## config.mk

```make
export PLATFORM = sky130hd
export DESIGN_NAME = adc_burst_capture_flat
export DESIGN_NICKNAME = d
export VERILOG_FILES = /design/src/rtl/adc_burst_capture_pkg.sv /design/src/rtl/adc_burst_capture_if.sv /design/src/rtl/adc_burst_capture_trig_detect.sv /design/src/rtl/adc_burst_capture.sv /design/src/flat_wrapper.sv
export SDC_FILE = /design/constraint.sdc
export NUM_CORES = 1
export LEC_CHECK = 0
export CORE_MARGIN = 1
export CORE_UTILIZATION = 45
export DETAILED_ROUTE_END_ITERATION = 6
export PLACE_DENSITY = 0.67
export SKIP_CTS_REPAIR_TIMING = 1
export SLEW_MARGIN = 20
export SYNTH_ARGS = -nofsm -noshare
export SYNTH_HDL_FRONTEND = slang
export SYNTH_SLANG_ARGS = --single-unit
```

## constraint.sdc

```tcl
create_clock -name clk -period 4.4 [get_ports clk]
set_clock_uncertainty 0.15 [all_clocks]
set_input_delay 0.88 -clock clk [delete_from_list [all_inputs] [get_ports clk]]
set_output_delay 0.88 -clock clk [all_outputs]
set_load 0.05 [all_outputs]
```

## src/rtl/adc_burst_capture_pkg.sv

```systemverilog
// Shared constants for the ADC burst capture block: FSM state codes, trigger modes
// and default widths.
package adc_test_pkg;

    localparam logic [1:0] ST_IDLE    = 2'd0;
    localparam logic [1:0] ST_ARMED   = 2'd1;
    localparam logic [1:0] ST_CAPTURE = 2'd2;
    localparam logic [1:0] ST_DONE    = 2'd3;

    localparam logic TRIG_IMMEDIATE = 1'b0;
    localparam logic TRIG_RISING    = 1'b1;

    localparam int DEF_PRECISION   = 10;
    localparam int DEF_LEN_WIDTH   = 16;
    localparam int DEF_DECIM_WIDTH = 8;

endpackage

```

## src/rtl/adc_burst_capture_if.sv

```systemverilog
// Write-side bus between the capture sequencer (master) and the ADC sample FIFO (slave).
interface adc_burst_capture_if #(
    parameter int PRECISION = 10
);
    logic [PRECISION-1:0] fifo_din;
    logic                 fifo_wr_en;
    logic                 fifo_full;

    modport master (output fifo_din, output fifo_wr_en, input fifo_full);
    modport slave  (input fifo_din, input fifo_wr_en, output fifo_full);
endinterface

```

## src/rtl/adc_burst_capture_trig_detect.sv

```systemverilog
// Two-deep ADC code history and the rising threshold-crossing comparator.
module adc_trig_detect #(
    parameter int PRECISION = 10
) (
    input  logic                 clk,
    input  logic                 rst,
    input  logic [PRECISION-1:0] adc_code_in,
    input  logic [PRECISION-1:0] trig_level,
    output logic [PRECISION-1:0] adc_q,
    output logic                 trig_hit
);
    logic [PRECISION-1:0] adc_qd;

    always_ff @(posedge clk or posedge rst) begin
        if (rst) begin
            adc_q  <= '0;
            adc_qd <= '0;
        end else begin
            adc_q  <= adc_code_in;
            adc_qd <= adc_q;
        end
    end

    // Equality counts as crossed; a level that was already at/above never fires.
    assign trig_hit = (adc_qd < trig_level) && (adc_q >= trig_level);
endmodule

```

## src/rtl/adc_burst_capture.sv

```systemverilog
// Capture sequencer: arm on start, optional threshold trigger, decimated fixed-length burst
// into the sample FIFO. Macro ADC_BURST_TEST_PATTERN_EN adds a ramp source (test_pattern_sel).
module adc_burst_capture
    import adc_test_pkg::*;
#(
    parameter int PRECISION   = DEF_PRECISION,
    parameter int LEN_WIDTH   = DEF_LEN_WIDTH,
    parameter int DECIM_WIDTH = DEF_DECIM_WIDTH
) (
    input  logic                   clk,
    input  logic                   rst,
    input  logic [PRECISION-1:0]   adc_code_in,
    input  logic                   start,
    input  logic                   abort,
    input  logic                   trig_mode,
    input  logic [PRECISION-1:0]   trig_level,
    input  logic [LEN_WIDTH-1:0]   burst_len,
    input  logic [DECIM_WIDTH-1:0] decim,
`ifdef ADC_BURST_TEST_PATTERN_EN
    input  logic                   test_pattern_sel,
`endif
    adc_burst_capture_if.master    fifo,
    output logic                   busy,
    output logic                   done,
    output logic                   overflow,
    output logic [LEN_WIDTH-1:0]   sample_count
);
    logic [1:0]             state_q, state_d;
    logic [LEN_WIDTH-1:0]   len_q, len_d, attempt_q, attempt_d, count_q, count_d;
    logic [DECIM_WIDTH-1:0] decim_q, decim_d, dcnt_q, dcnt_d;
    logic                   mode_q, mode_d, ovf_q, ovf_d, wr_en_q, wr_en_d;
    logic [PRECISION-1:0]   level_q, level_d, din_q, din_d;
    logic [PRECISION-1:0]   adc_q, sample;
    logic                   trig_hit, attempt_now, arm_now;

    adc_trig_detect #(.PRECISION(PRECISION)) u_trig (
        .clk         (clk),
        .rst         (rst),
        .adc_code_in (adc_code_in),
        .trig_level  (level_q),
        .adc_q       (adc_q),
        .trig_hit    (trig_hit)
    );

    assign arm_now = !abort && start && (state_q == ST_IDLE || state_q == ST_DONE);

`ifdef ADC_BURST_TEST_PATTERN_EN
    logic                 tp_q, tp_d;
    logic [PRECISION-1:0] ramp_q, ramp_d;

    // The ramp advances per attempt, so dropped samples still consume a ramp value.
    always_comb begin
        tp_d   = tp_q;
        ramp_d = ramp_q;
        if (arm_now) begin
            tp_d   = test_pattern_sel;
            ramp_d = '0;
        end else if (attempt_now) begin
            ramp_d = ramp_q + 1'b1;
        end
    end

    always_ff @(posedge clk or posedge rst) begin
        if (rst) begin
            tp_q   <= 1'b0;
            ramp_q <= '0;
        end else begin
            tp_q   <= tp_d;
            ramp_q <= ramp_d;
        end
    end

    assign sample = tp_q ? ramp_q : adc_q;
`else
    assign sample = adc_q;
`endif

    always_comb begin
        state_d     = state_q;
        len_d       = len_q;
        decim_d     = decim_q;
        mode_d      = mode_q;
        level_d     = level_q;
        attempt_d   = attempt_q;
        count_d     = count_q;
        dcnt_d      = dcnt_q;
        ovf_d       = ovf_q;
        din_d       = din_q;
        wr_en_d     = 1'b0;
        attempt_now = 1'b0;

        if (abort) begin
            state_d = ST_IDLE;
        end else begin
            if (arm_now) begin
                len_d     = burst_len;
                decim_d   = decim;
                mode_d    = trig_mode;
                level_d   = trig_level;
                attempt_d = '0;
                count_d   = '0;
                dcnt_d    = '0;
                ovf_d     = 1'b0;
                state_d   = (burst_len == '0) ? ST_DONE : ST_ARMED;
            end else if (state_q == ST_ARMED) begin
                attempt_now = (mode_q == TRIG_IMMEDIATE) || trig_hit;
                if (attempt_now) state_d = ST_CAPTURE;
            end else if (state_q == ST_CAPTURE) begin
                attempt_now = (dcnt_q == '0);
            end

            if (attempt_now || state_q == ST_CAPTURE)
                dcnt_d = (dcnt_q == decim_q) ? '0 : dcnt_q + 1'b1;

            // Full FIFO drops the sample but still uses up one slot of the burst window.
            if (attempt_now) begin
                attempt_d = attempt_q + 1'b1;
                if (fifo.fifo_full) begin
                    ovf_d = 1'b1;
                end else begin
                    wr_en_d = 1'b1;
                    din_d   = sample;
                    count_d = count_q + 1'b1;
                end
                if (attempt_d == len_q) state_d = ST_DONE;
            end
        end
    end

    always_ff @(posedge clk or posedge rst) begin
        if (rst) begin
            state_q   <= ST_IDLE;
            len_q     <= '0;
            decim_q   <= '0;
            mode_q    <= 1'b0;
            level_q   <= '0;
            attempt_q <= '0;
            count_q   <= '0;
            dcnt_q    <= '0;
            ovf_q     <= 1'b0;
            din_q     <= '0;
            wr_en_q   <= 1'b0;
        end else begin
            state_q   <= state_d;
            len_q     <= len_d;
            decim_q   <= decim_d;
            mode_q    <= mode_d;
            level_q   <= level_d;
            attempt_q <= attempt_d;
            count_q   <= count_d;
            dcnt_q    <= dcnt_d;
            ovf_q     <= ovf_d;
            din_q     <= din_d;
            wr_en_q   <= wr_en_d;
        end
    end

    assign fifo.fifo_din   = din_q;
    assign fifo.fifo_wr_en = wr_en_q;
    assign busy            = (state_q == ST_ARMED) || (state_q == ST_CAPTURE);
    assign done            = (state_q == ST_DONE);
    assign overflow        = ovf_q;
    assign sample_count    = count_q;
endmodule

```

## src/flat_wrapper.sv

```systemverilog
// flat-port wrapper written by rule: the top's interface ports become plain ports
module adc_burst_capture_flat import adc_test_pkg::*;
#(
    parameter int PRECISION   = DEF_PRECISION,
    parameter int LEN_WIDTH   = DEF_LEN_WIDTH,
    parameter int DECIM_WIDTH = DEF_DECIM_WIDTH
)
  (clk, rst, adc_code_in, start, abort, trig_mode, trig_level, burst_len, decim, busy, done, overflow, sample_count, fifo_fifo_din, fifo_fifo_wr_en, fifo_fifo_full);
  adc_burst_capture_if #(.PRECISION(PRECISION)) fifo_i ();
  input  logic clk;
  input  logic rst;
  input  logic [PRECISION-1:0] adc_code_in;
  input  logic start;
  input  logic abort;
  input  logic trig_mode;
  input  logic [PRECISION-1:0] trig_level;
  input  logic [LEN_WIDTH-1:0] burst_len;
  input  logic [DECIM_WIDTH-1:0] decim;
  output logic busy;
  output logic done;
  output logic overflow;
  output logic [LEN_WIDTH-1:0] sample_count;
  output wire logic [$bits(fifo_i.fifo_din)-1:0] fifo_fifo_din;
  output wire logic [$bits(fifo_i.fifo_wr_en)-1:0] fifo_fifo_wr_en;
  input wire logic [$bits(fifo_i.fifo_full)-1:0] fifo_fifo_full;
  assign fifo_fifo_din = fifo_i.fifo_din;
  assign fifo_fifo_wr_en = fifo_i.fifo_wr_en;
  assign fifo_i.fifo_full = fifo_fifo_full;
  adc_burst_capture #(.PRECISION(PRECISION), .LEN_WIDTH(LEN_WIDTH), .DECIM_WIDTH(DECIM_WIDTH)) u_core (.clk(clk), .rst(rst), .adc_code_in(adc_code_in), .start(start), .abort(abort), .trig_mode(trig_mode), .trig_level(trig_level), .burst_len(burst_len), .decim(decim), .fifo(fifo_i), .busy(busy), .done(done), .overflow(overflow), .sample_count(sample_count));
endmodule
```

* Word level (Yosys, flattened, before mapping)
Index checks and enable logic that the tools add are counted.
Storage, ports and cells: flip-flop bits (word level) 109, output and inout bits 30
Cells by class: $add $sub $neg 3, order comparisons 2, equal/unequal tests 5, mux-type cells 25, bitwise gates (word level) 3, reduce and logical (&&, ||, !) cells 17
Operators by type and width (number):
- $mux 16 | 5
- $add 16x1->16 const B | 2
- $mux 8 | 3
- $eq 16x16->1 | 1
- $logic_not 16->1 | 1
- $mux 2 | 7
- $ge 10x10->1 | 1
- $lt 10x10->1 | 1
- $mux 1 | 10
- $add 8x1->8 const B | 1
- $eq 8x8->1 | 1
- $logic_not 8->1 | 1
- $reduce_and 2->1 | 3
- $eq 2x2->1 const B | 2
- $logic_or 1x1->1 | 4
- $reduce_bool 2->1 | 2
- $logic_and 1x1->1 | 3
- $not 1->1 | 3
- $reduce_and 3->1 | 1
- $eq 2x1->1 const B | 1
- $logic_not 2->1 | 1
- $logic_not 1->1 | 1

* Longest topological paths before layout
word-level depth 9, mapped depth 11, depth with buffers taken out 9

* By module
From an unflattened synthesis, not the netlist that was laid out.
Unflattened totals: cells, all modules 608, area, all modules 5584.1 µm²
By module, submodules not included:
- adc_burst_capture | instances 1, cells an instance 531, area each 4629.4 µm²
- adc_trig_detect | instances 1, cells an instance 77, area each 954.7 µm²

* Worst setup path before layout
OpenSTA, ideal clock, no wires.
path kind input-to-reg, start point input port abort, end point register u_core.dcnt_q[0], library setup time 125 ps, arrival 2339 ps, data required time 4125 ps, setup slack 1786 ps, cell stages on the path 7, buffers on the path 1, path through clkbuf_1 -> nand2b_1 -> and3_1 -> o21a_1 -> a41oi_1 -> nor2_1 -> mux2_2
Between the ends: word-level cells in the longest chain between the ends 8, elaborated cells between the ends (all ways) 10, classes of those cells 3 x mux; 1 x bitwise; 6 x reduce/logical
Ends and longest elaborated chain:
- start, declared | RTL line flat_wrapper.sv:14 | input logic abort;
- $logic_not 1->1 | RTL line adc_burst_capture.sv:45 | assign arm_now = !abort && start && (state_q == ST_IDLE || state_q == ST_DONE);
- $logic_and 1x1->1 (2 in a row) | RTL line adc_burst_capture.sv:45
- $mux 1 | RTL line adc_burst_capture.sv:95 | if (arm_now) begin
- $mux 1 | RTL line adc_burst_capture.sv:92 | if (abort) begin
- $logic_or 1x1->1 | RTL line adc_burst_capture.sv:112 | if (attempt_now || state_q == ST_CAPTURE)
- $reduce_bool 2->1 (no line)
- $reduce_and 2->1 (no line)
- end signal, assigned | RTL line adc_burst_capture.sv:151 | dcnt_q <= dcnt_d;
- end, declared | RTL line adc_burst_capture.sv:30 | logic [DECIM_WIDTH-1:0] decim_q, decim_d, dcnt_q, dcnt_d;
Parallel ways exist; a longest one is shown, timed or not. The select of a mux whose other input is x is not followed. A chain may end at the register's enable or synchronous reset.

* Final worst setup path
start point input port start, end point register u_core.dcnt_q[0]
Between the ends: word-level cells in the longest chain between the ends 7, elaborated cells between the ends (all ways) 8, classes of those cells 3 x mux; 5 x reduce/logical
Ends and longest elaborated chain:
- start, declared | RTL line flat_wrapper.sv:13 | input logic start;
- $logic_and 1x1->1 (*) (2 in a row) | RTL line adc_burst_capture.sv:45
- $mux 1 | RTL line adc_burst_capture.sv:95
- $mux 1 | RTL line adc_burst_capture.sv:92
- $logic_or 1x1->1 | RTL line adc_burst_capture.sv:112
- $reduce_bool 2->1 (no line)
- $reduce_and 2->1 (no line)
Every way passes the cells marked *; elsewhere a longest branch is shown, timed or not. The select of a mux whose other input is x is not followed.

==> flow_summary_export.csv <==
group,metric,value,unit
status,status,"finished, final reports clean",
cts,cts_root_buf,"clkbuf_16",
cells_and_area,multi_input_area,2750,um^2
routing,drtAntennaViolNets,0,
global_routing,grt_pass1_wl,20.6,mm
power,p_sw_share,39.0,%
cells_and_area,fin_area,6950,um^2
yosys,ys_seq_area_share,48.0,%
worst_setup_path,max_stage_delay,0.50,ns
die,num_rows,40,
cts,clockBufferDepth,2,
worst_setup_path,worst-path-buf-inv,1,
worst_setup_path,reg2reg_depth,7,
timing,setup_ws,1.09,ns
power,pwr_density_cell,557,nW/um^2
routing,via_count,4284,
timing,finalHoldViolations,0,
die,io_pins,80,
power,combPwrFrac,40.5,%
placed_design,hpwl,9.03,mm
yosys,synth.distinct_cells,60,
placed_design,io_buffers,79,
yosys,synth_edf_count,0,
global_routing,antenna_found_initial,0,
global_routing,grt-busiest-layer,"met2",
placed_design,place_area,6640,um^2
yosys,synth-main-ff-cell,"dfrtp_1",
global_routing,use_met1,26.8,%
power,ir_drop,430,uV
worst_setup_path,worstPathMaxFanout,20,
die,die_x,114,um
min_path,min_path_cells,0,
routing,drt_pre_antenna_iters,4,
worst_setup_path,critical_path.endpoint_type,"flip-flop",
placed_design,gp_congestion,0.856,
cells_and_area,final-seq-area,2730,um^2
worst_setup_path,crit_chain,"clkdlybuf4s50_1 -> and2_1 -> nand2b_2 -> and3_1 -> o21a_1 -> a41oi_1 -> nor2_1 -> mux2_2",
job,drv_cap,0,
global_routing,grt_max_degree,62,
routing,drt_iter0_drc,235,
power,clock_power_share,21.4,%
timing,worst_pin_slew,0.790,ns
die,coreArea,12200,um^2
worst_setup_path,startpoint_type,"input port",
cts,clk_pin_slew,0.08,ns
timing,rsz0062_at_grt,"no",
worst_setup_path,r2r_slack,1.22,ns
worst_setup_path,rr_startpoint,"u_core.u_trig.adc_q[8]",
global_routing,first_global_vias,4122,
timing,max-slew-margin-rel,47.0,%
worst_setup_path,worstSetupPathType,"input port to flip-flop",
yosys,synth_nets,600,
global_routing,grtUsageMet3,4.55,%
min_path,min-delay-start,"u_core.u_trig.adc_q[6]",
worst_setup_path,critPathRequiredTime,4.49,ns
power,cell_internal_pwr,0.00236,W
yosys,async_flop_share,100,%
timing,tns,0,ns
yosys,netlist_area,5690,um^2
global_routing,use_met2,33.7,%
die,design.die.area,13100,um^2
routing,avgRoutedWirePerCell,15.9,um
global_routing,globalRouteTotalUtil,20.1,%
cells_and_area,nets,674,
worst_setup_path,reg2reg_to,"u_core.sample_count[7]",
cts,clk-insertion-delay-late,0.36,ns
routing,drc,0,
min_path,holdPathEnd,"u_core.u_trig.adc_qd[6]",
yosys,yosysWarnings,0,
timing,slew_violations,0,
die,start_util,46.8,%
placed_design,pre_cts_ws,0.731,ns
routing,wl,12.3,mm
power,switching_power,0.00151,W
timing,setup_violations,0,
worst_setup_path,crit_family,"simple AND/OR/NAND/NOR gates",
timing,fin_crit,3.31,ns
timing,holdWs,0.262,ns
min_path,min-delay-path-class,"flip-flop to flip-flop",
placed_design,dp_cells,755,
power,p_leak,3.00,nW
worst_setup_path,worstPathArrival,3.40,ns
yosys,ys_seq_elements,109,
cells_and_area,drive_above_1_share,13.8,%
routing,vias_per_cell,5.56,
cells_and_area,fin_cells,771,
die,die_h,114,um
yosys,synthCells,524,
cells_and_area,fillers,1063,
worst_setup_path,worst_path_max_delay_cell,"clkdlybuf4s50_1",
yosys,syn_avg_cell_area,10.9,um^2
timing,fmax,303,MHz
cts,numCtsBuffers,9,
global_routing,overflow,0,
power,pwr-share-seq,38.1,%
cts,cts_tree,"yes",
cells_and_area,diodes,0,
cts,cts_max_level,3,
timing,period_share,75.1,%
cts,cts_sinks,109,
cells_and_area,synthToLayoutAreaGrowth,22.2,%
cell families after synthesis:
logic type | after synthesis | share of synthesized area (%)
and+or+nand+nor | 137 | 14.6
AOI/OAI and AO/OA | 124 | 14.3
DFF | 109 | 48.0
buffers and inverters | 53 | 3.76
muxes | 47 | 9.28
xor gates and xnor gates | 28 | 4.31
adders and majority gates | 26 | 5.72
per-layer routing:
metal,share of wire (%),wire [um],vias up
met1,46,5680,2119
met2,50,6120,84
li1,-,-,2076
met5,0,0,-
met3,3.5,429,5
met4,0.39,48,0
power by group through the flow:
stage               registers, W  logic [W]  clock network [W]
floorplan                0.00165   0.000943                  0
global placement         0.00149    0.00153                  0
detailed placement       0.00150    0.00156                  0
CTS                      0.00148    0.00157           0.000852
global route             0.00151    0.00172           0.000890
finish                   0.00147    0.00157           0.000828
worst reg2reg max path, cell delays in order (launching register included):
cell      delay [ns]
dfrtp_1         0.42
ha_1            0.31
nand4_1         0.14
or3_1           0.41
a211oi_2        0.48
o21a_1          0.73
o21ai_0         0.22
a22o_1          0.22
metrics by stage:
step | total power, W | utilization [%]
final | 0.00387 | 57.1
after global routing | 0.00412 | 57.1
after CTS | 0.00390 | 57.1
after detailed placement | 0.00306 | 54.6
after global placement | 0.00302 | 54.6
after floorplan | 0.00259 | -
cell type report:
| class | count | share of cell area [%] |
|---|---|---|
| timing repair buffer | 85 | 12.0 |
| inverter | 31 | 1.71 |
| tap | 168 | 3.02 |
| multi-input combinational | 362 | 39.5 |
| sequential | 109 | 39.3 |
| clock inverter | 7 | 1.21 |
| clock buffer | 9 | 3.24 |
registers in the layout, summed over array words and instances (netlist names):
register,cells
u_core.len_q,16
u_core.mode_q,1
u_core.fifo.fifo_wr_en,1
u_core.u_trig.adc_q,10
u_core.dcnt_q,8
u_core.fifo.fifo_din,10
u_core.overflow,1
u_core.state_q,2
u_core.u_trig.adc_qd,10
u_core.decim_q,8
u_core.attempt_q,16
u_core.sample_count,16
u_core.level_q,10
synthesized netlist by cell type (2+ instances only):
library cell  count  area (um^2)
and3_1           16          100
nand2b_1         14         87.6
buf_1             2         7.51
a21oi_1          28          140
a31oi_1          27          169
xnor2_1          14          123
nand3b_1          2         15.0
nand4_2           2         25.0
inv_1            31          116
a22o_1            7         61.3
and2_1            3         18.8
a41oi_1           9         78.8
and4_1            4         35.0
nor4_1            7         43.8
nor4_2            2         25.0
nor2_1           13         48.8
mux2_2           46          518
o21a_1            4         30.0
nand4_1           4         25.0
o31ai_1           2         15.0
or3_1             4         25.0
nor2b_1           5         31.3
clkbuf_1          8         30.0
xor2_1           14          123
or4b_1            2         20.0
a21o_1            4         30.0
buf_2            12         60.1
nand3_1          15         75.1
ha_1             26          325
nand2_1          28          105
nor3_1            6         30.0
a211oi_1          5         37.5
dfrtp_1         109         2730
o21ai_0          23          115
worst max-delay path by stage:
stage,cells past startpoint,start,end
6_report,8,start,u_core.dcnt_q[0]
5_1_grt,8,start,u_core.dcnt_q[0]
4_1_cts,8,start,u_core.dcnt_q[0]
3_5_place_dp,8,start,u_core.dcnt_q[0]
3_3_place_gp,8,start,u_core.dcnt_q[0]
2_1_floorplan,1,rst,u_core.attempt_q[0]
cells in the final DEF (no fill, tap or decap), types with 15 or more instances in the layout:
master           netlist  routed
nand3_1               15      15
clkdlybuf4s50_1        0      79
dfrtp_1              109     109
a31oi_1               27      27
and3_1                16      16
nand2_1               28      28
a21oi_1               28      28
inv_1                 31      30
o21ai_0               23      23
mux2_2                46      46
ha_1                  26      26
(Power assumes the default switching activity.)
